[src/rtl/successive_approximation_search.sv]
// ---------------------------------------------------------------------------
// successive_approximation_search
//
// Binary-search engine for a target value that only an external comparator
// can see. The block issues WORD_WIDTH trial values, MSB first. Each
// comparator answer (target >= trial) keeps or drops the trial bit, and the
// converged value is then presented as the result. In signed mode the search
// runs on an offset-binary accumulator: the MSB is flipped on the way out,
// so the same unsigned bisection also covers 2's-complement targets.
//
// Ports
//   clock          rising-edge clock for all state
//   clear          synchronous, active-high reset; aborts any search
//   start_valid    request to begin a new search       (handshake with start_ready)
//   start_ready    high in IDLE
//   trial_value    candidate value sent to the comparator
//   trial_valid    high in ISSUE                        (handshake with trial_ready)
//   trial_ready    comparator accepts the trial
//   compare_valid  comparator response present          (handshake with compare_ready)
//   compare_gte    response bit: target >= trial_value
//   compare_ready  high in WAIT
//   result_value   converged search result
//   result_valid   high in DONE                         (handshake with result_ready)
//   result_ready   consumer accepts the result
//
// All outputs are decoded from registers only. No input reaches an output
// combinationally.
// ---------------------------------------------------------------------------
module successive_approximation_search #(
    parameter int WORD_WIDTH = 0,    // instantiate with 1 or more
    parameter bit SIGNED     = 1'b0  // 0: unsigned search, 1: 2's-complement search
) (
    input  logic                                          clock,
    input  logic                                          clear,
    input  logic                                          start_valid,
    output logic                                          start_ready,
    output logic [((WORD_WIDTH > 0) ? WORD_WIDTH : 1)-1:0] trial_value,
    output logic                                          trial_valid,
    input  logic                                          trial_ready,
    input  logic                                          compare_valid,
    input  logic                                          compare_gte,
    output logic                                          compare_ready,
    output logic [((WORD_WIDTH > 0) ? WORD_WIDTH : 1)-1:0] result_value,
    output logic                                          result_valid,
    input  logic                                          result_ready
);

    // A WORD_WIDTH of 0 is not a usable width. Clamping the width to at least
    // 1 keeps every vector range legal when the default is elaborated.
    localparam int W     = (WORD_WIDTH > 0) ? WORD_WIDTH : 1;
    localparam int IDX_W = (W > 1) ? $clog2(W) : 1;

    localparam logic [W-1:0]     ONE      = W'(1);
    // In signed mode, flipping the MSB maps 2's complement onto offset binary,
    // which preserves ordering, so the accumulator is always bisected unsigned.
    localparam logic [W-1:0]     MSB_MASK = SIGNED ? (ONE << (W - 1)) : '0;
    localparam logic [IDX_W-1:0] TOP_IDX  = IDX_W'(W - 1);

    typedef enum logic [1:0] {
        ST_IDLE,
        ST_ISSUE,
        ST_WAIT,
        ST_DONE
    } state_e;

    state_e           state_q, state_d;
    logic [W-1:0]     u_q, u_d;        // offset-binary accumulator
    logic [IDX_W-1:0] idx_q, idx_d;    // bit currently under test
    logic [W-1:0]     trial_u;         // candidate in accumulator space
    logic             searching;

    assign trial_u   = u_q | (ONE << idx_q);
    assign searching = (state_q == ST_ISSUE) || (state_q == ST_WAIT);

    // U changes only on the response handshake, so the trial stays frozen from
    // ISSUE entry until its answer is taken. Outside a search only U is shown,
    // so an unsigned block reads zero after clear.
    assign trial_value  = (searching ? trial_u : u_q) ^ MSB_MASK;
    assign result_value = u_q ^ MSB_MASK;

    always_comb begin
        // NOTE: every signal gets a default before the case so no path leaves
        // it unassigned; otherwise the tool would infer a latch.
        state_d       = state_q;
        u_d           = u_q;
        idx_d         = idx_q;
        start_ready   = 1'b0;
        trial_valid   = 1'b0;
        compare_ready = 1'b0;
        result_valid  = 1'b0;

        unique case (state_q)
            ST_IDLE: begin
                start_ready = 1'b1;
                if (start_valid) begin
                    u_d     = '0;
                    idx_d   = TOP_IDX;
                    state_d = ST_ISSUE;
                end
            end
            ST_ISSUE: begin
                trial_valid = 1'b1;
                if (trial_ready) begin
                    state_d = ST_WAIT;
                end
            end
            ST_WAIT: begin
                compare_ready = 1'b1;
                if (compare_valid) begin
                    if (compare_gte) begin
                        u_d = trial_u;
                    end
                    if (idx_q == '0) begin
                        state_d = ST_DONE;
                    end else begin
                        idx_d   = idx_q - 1'b1;
                        state_d = ST_ISSUE;
                    end
                end
            end
            ST_DONE: begin
                result_valid = 1'b1;
                // Returning to IDLE here means a start cannot coincide with
                // the result handshake. The earliest start is one cycle later.
                if (result_ready) begin
                    state_d = ST_IDLE;
                end
            end
            default: begin
                state_d = ST_IDLE;
            end
        endcase
    end

    // clear has priority over any handshake in the same cycle. It discards an
    // in-flight search without ever presenting a partial result.
    always_ff @(posedge clock) begin
        if (clear) begin
            state_q <= ST_IDLE;
            u_q     <= '0;
            idx_q   <= '0;
        end else begin
            // NOTE: state registers use non-blocking assignments so that every
            // flop samples the values from before this edge.
            state_q <= state_d;
            u_q     <= u_d;
            idx_q   <= idx_d;
        end
    end

endmodule

[config.mk]
export PLATFORM = sky130hd
export DESIGN_NAME = successive_approximation_search
export DESIGN_NICKNAME = d
export VERILOG_FILES = /design/src/rtl/successive_approximation_search.sv
export SDC_FILE = /design/constraint.sdc
export NUM_CORES = 1
export LEC_CHECK = 0
export ABC_CLOCK_PERIOD_IN_PS = 3770
export CORE_AREA = 3 3 40 42
export CTS_BUF_LIST = sky130_fd_sc_hd__clkbuf_4 sky130_fd_sc_hd__clkbuf_8
export DETAILED_ROUTE_END_ITERATION = 16
export DIE_AREA = 0 0 43 45
export PLACE_DENSITY_LB_ADDON = 0.12
export RECOVER_POWER = 25
export SYNTH_ARGS = -nofsm -noshare
export SYNTH_HDL_FRONTEND = slang
export SYNTH_SLANG_ARGS = --single-unit
[constraint.sdc]
create_clock -name clock -period 3.77 [get_ports clock]
set_input_delay 0.754 -clock clock [delete_from_list [all_inputs] [get_ports clock]]
set_output_delay 0.754 -clock clock [all_outputs]
set_load 0.01 [all_outputs]
After elaboration in Yosys (flattened, before gate mapping) --
Index checks and enable logic that the tools add are counted.
Word-level totals: flip-flop bits (word level) 4, input bits 7, output and inout bits 6, word-level logic and storage cells 38
Cells by class: add/subtract/negate cells 1, eq/ne operators 8, shift operators 1, multiplexer cells 18, bitwise logic cells 1, reductions and logical operators 6
Operators with widths (count):
- 1-bit two-way mux | 10
- 2-bit two-way mux | 5
- 2-bit inequality test, second input constant | 5
- 2-bit one-hot mux with 4 select lines | 1
- 4-bit AND reduction | 2
- 2-bit equality test, second input constant | 2
- 1-bit one-hot mux with 2 select lines | 2
- 3-bit AND reduction | 1
- 2-bit by 1-bit equality test with 1-bit output, second input constant | 1
- 2-bit zero test | 1
- 2-bit nonzero test | 1
- 1-bit logical OR | 1
- 1-bit OR | 1
- 1-bit by 1-bit << shifter with 1-bit output, first input constant | 1
- 1-bit subtractor, second input constant | 1

Depth between registers and ports, before layout --
depth after elaboration 5, mapped depth 5, depth with buffers taken out 5

Worst setup path before layout --
No wires, ideal clock.
path kind register to output, start register state_q[0], end output port trial_value, arrival 1.022 ns, required time 3.016 ns, path slack 1.994 ns, stages on the path, launching flop included 4, buffers on the path 0, path through dfxtp_1 inv_1 ha_1 or2_2
On the way: longest elaborated chain between the ends 3, elaborated cells on any way between the ends 4, classes of those cells eq/ne (2); mux (1); reduce/logical (1)
Ends and longest elaborated chain:
- from (decl) | line 66 | state_e state_q, state_d;
- from (signal assigned) | line 145 | state_q <= state_d;
- 2-bit by 1-bit equality test with 1-bit output or 2-bit equality test (tied branches) | line 73 | assign searching = (state_q == ST_ISSUE) || (state_q == ST_WAIT);
- 1-bit logical OR * | line 73
- 1-bit two-way mux * | line 78 | assign trial_value = (searching ? trial_u : u_q) ^ MSB_MASK;
- to (decl) | line 37 | output logic [((WORD_WIDTH > 0) ? WORD_WIDTH : 1)-1:0] trial_value,
Mark *: on every way between the ends. The rest lies on a longest branch, timed or not.

Worst setup path in the final report --
Same ends and word-level chain as after synthesis.

==> results.json <==
{
  "status": "finished, final reports clean",
  "final.setup_skew_ns": 0.00114,
  "drtPass1Iterations": 1,
  "area_growth_pct": 58.8,
  "drt_iter0_markers": 0,
  "die_w_um": 43,
  "ant_nets": 0,
  "hold_class": "register to register",
  "cts_hold_buf": 0,
  "clk_pin_slew_ns": 0.04,
  "crit_chain": "inv_1 > ha_1 > or2_2 > clkdlybuf4s50_1",
  "r2r_start": "state_q[0]$_SDFFE_PP0P_",
  "fillerInstances": 149,
  "syn_avg_cell_area_sq_um": 9.82,
  "die_h_um": 45,
  "critPathMaxFanout": 4,
  "finalSetupViolations": 0,
  "postPlaceCellArea_sq_um": 394,
  "synthCells": 26,
  "yosysSeqAreaShare_pct": 23.5,
  "synth-warning-count": 0,
  "grt_pass1_vias": 237,
  "cts_max_level": 1,
  "seq_power_share_pct": 18.8,
  "slowest_delay_ns": 0.48,
  "combPwrFrac_pct": 60.9,
  "multi_input_area_sq_um": 161,
  "min_path_cells": 1,
  "cp-start-kind": "register",
  "grt_pass1_wl_um": 876,
  "vdd_drop_max_uv": 199,
  "num_rows": 13,
  "fmax_mhz": 401,
  "syn-cell-area_sq_um": 255,
  "switching_share_pct": 34.1,
  "globalplace.congestion": 0.688,
  "hpwl_um": 463,
  "period_needed_ns": 2.50,
  "worst_pin_slew_ns": 0.848,
  "start_util_pct": 19.9,
  "maxCapViolCount": 0,
  "overflow": 0,
  "cts-root-buf": "clkbuf_4",
  "antenna_found_initial": 0,
  "reg2reg_depth": 5,
  "wire_per_inst_um": 9.56,
  "track_usage_pct": 6.49,
  "io_pins": 13,
  "grt_start_max_net_pins": 6,
  "p_per_area_nw_per_um2": 755,
  "hp-start": "result_value$_SDFFE_PP0P_",
  "worstPathArrival_ns": 1.74,
  "p_sw_uw": 104,
  "vias": 228,
  "clock_latency_ns": 0.23,
  "synthDistinctLibCells": 14,
  "drive_gt1_share_pct": 14.3,
  "drc_errors": 0,
  "viasPerCell": 4.00,
  "cts_tree": "built",
  "worst_setup_path_end_kind": "output port",
  "reg2reg_slack_ns": 1.84,
  "cts_resized": 0,
  "required_ns": 3.02,
  "die_area_sq_um": 1940,
  "port-buffer-count": 12,
  "final_area_sq_um": 405,
  "synth_fp_nets": 37,
  "finalCritPeriodShare_pct": 66.2,
  "hold_viol_final": 0,
  "numCtsBuffers": 3,
  "grt_setup_unrepaired": "false",
  "diodes": 0,
  "leakage_uw": 0.000177,
  "setup_tns_ns": 0,
  "hold_end": "result_value$_SDFFE_PP0P_",
  "worstSetupPathType": "register to output port",
  "post_cts_buffers": 0,
  "core_area_sq_um": 1280,
  "routed_wl_um": 545,
  "clkSinkCount": 3,
  "slew_headroom_pct": 42.0,
  "r2r_end": "state_q[0]$_SDFFE_PP0P_",
  "ctsLongestPathBuffers": 2,
  "crit_slowest_cell": "clkdlybuf4s50_1",
  "ff_latch_area_sq_um": 60.1,
  "maxSlewViolCount": 0,
  "yosys_register_bits": 3,
  "finalNetCount": 54,
  "p_clk_share_pct": 20.3,
  "p_int_uw": 202
}
[Yosys cell counts]
library cell | count | area [sq um]
a31oi_1 | 1 | 6.26
nor2b_1 | 2 | 12.5
nor2b_4 | 1 | 13.8
inv_1 | 4 | 15.0
or2_2 | 1 | 6.26
nor3_1 | 1 | 5.00
o21ai_0 | 1 | 5.00
a2111oi_4 | 1 | 27.5
dfxtp_1 | 3 | 60.1
mux2i_1 | 2 | 20.0
ha_1 | 4 | 50.1
nand2b_1 | 3 | 18.8
o21a_1 | 1 | 7.51
o21bai_1 | 1 | 7.51
[cells in the final DEF, fill, tap and decap left out]
master           Yosys  final
a2111oi_0            0      1
o21ai_0              1      1
inv_1                4      4
nor3_1               1      1
a31oi_1              1      1
o21a_1               1      1
clkdlybuf4s50_1      0     11
ha_1                 4      4
nand2b_1             3      3
clkbuf_4             0      4
nor2b_4              1      1
dfxtp_1              3      3
o21bai_1             1      1
dlygate4sd3_1        0      1
or2_2                1      1
nor2b_1              2      2
mux2i_1              2      2
[worst max-delay path, delay by kind of cell (launching register included)]
| kind | cells | cell delay (ns) |
|---|---|---|
| buffers and inverters | 2 | 0.56 |
| DFF | 1 | 0.37 |
| adders and majority gates | 1 | 0.30 |
| and+or+nand+nor | 1 | 0.29 |
[through the flow]
stage | utilization, % | instances | hold slack, ns | worst slack (ns) | total power (uW)
2_1_floorplan | - | 26 | 0.481 | 1.99 | 183
3_3_place_gp | 30.7 | 53 | 0.478 | 1.51 | 269
3_5_place_dp | 30.7 | 53 | 0.492 | 1.50 | 269
4_1_cts | 33.0 | 57 | 0.501 | 1.24 | 335
5_1_grt | 31.5 | 57 | 0.515 | 1.20 | 329
6_report | 31.5 | 57 | 0.496 | 1.27 | 306
[how the worst max path moves through the flow]
stage                                  from          end  slack [ns]  cells after the start
CTS                 state_q[0]$_SDFFE_PP0P_  trial_value        1.24                      4
global placement    state_q[1]$_SDFFE_PP0P_  trial_value        1.51                      4
floorplan           state_q[0]$_SDFFE_PP0P_  trial_value        1.99                      3
finish              state_q[0]$_SDFFE_PP0P_  trial_value        1.27                      4
global route        state_q[0]$_SDFFE_PP0P_  trial_value        1.20                      4
detailed placement  state_q[0]$_SDFFE_PP0P_  trial_value        1.50                      4
[state kept, by name, summed over array words and instances, names as in the netlist]
name          cells
result_value      1
state_q           2
[final cells by class]
type	instances	area share [%]
clock buffer	4	7.41
inverter	4	3.70
multi-input combinational	19	39.8
sequential	3	14.8
tap	15	4.63
timing repair buffer	12	29.6
[power groups by stage]
| stage | Clock, uW | Sequential [uW] | Combinational (uW) |
|---|---|---|---|
| 2_1_floorplan | 0 | 57.0 | 126 |
| 3_3_place_gp | 0 | 57.0 | 212 |
| 3_5_place_dp | 0 | 58.5 | 211 |
| 4_1_cts | 66.2 | 58.0 | 211 |
| 5_1_grt | 65.1 | 60.2 | 203 |
| 6_report | 62.2 | 57.4 | 186 |
[logic make-up after synthesis]
logic type / after synthesis / share of synthesized area, %
multiplexers: 2 / 7.84
buffers and inverters: 4 / 5.88
adder cells (fa/ha/maj): 4 / 19.6
flip-flops: 3 / 23.5
AO/OA/AOI/OAI: 5 / 21.1
AND/OR/NAND/NOR: 8 / 22.1
[metal layers]
metal / global-route usage [%] / vias to the layer above / routed length [um]
met4: 9.04 / 0 / 0
met5: 0 / - / 0
li1: - / 117 / -
met1: 6.01 / 103 / 201
met3: 2.39 / 0 / 57
met2: 9.58 / 8 / 287
Note: power is estimated with default switching activity, not from simulation.
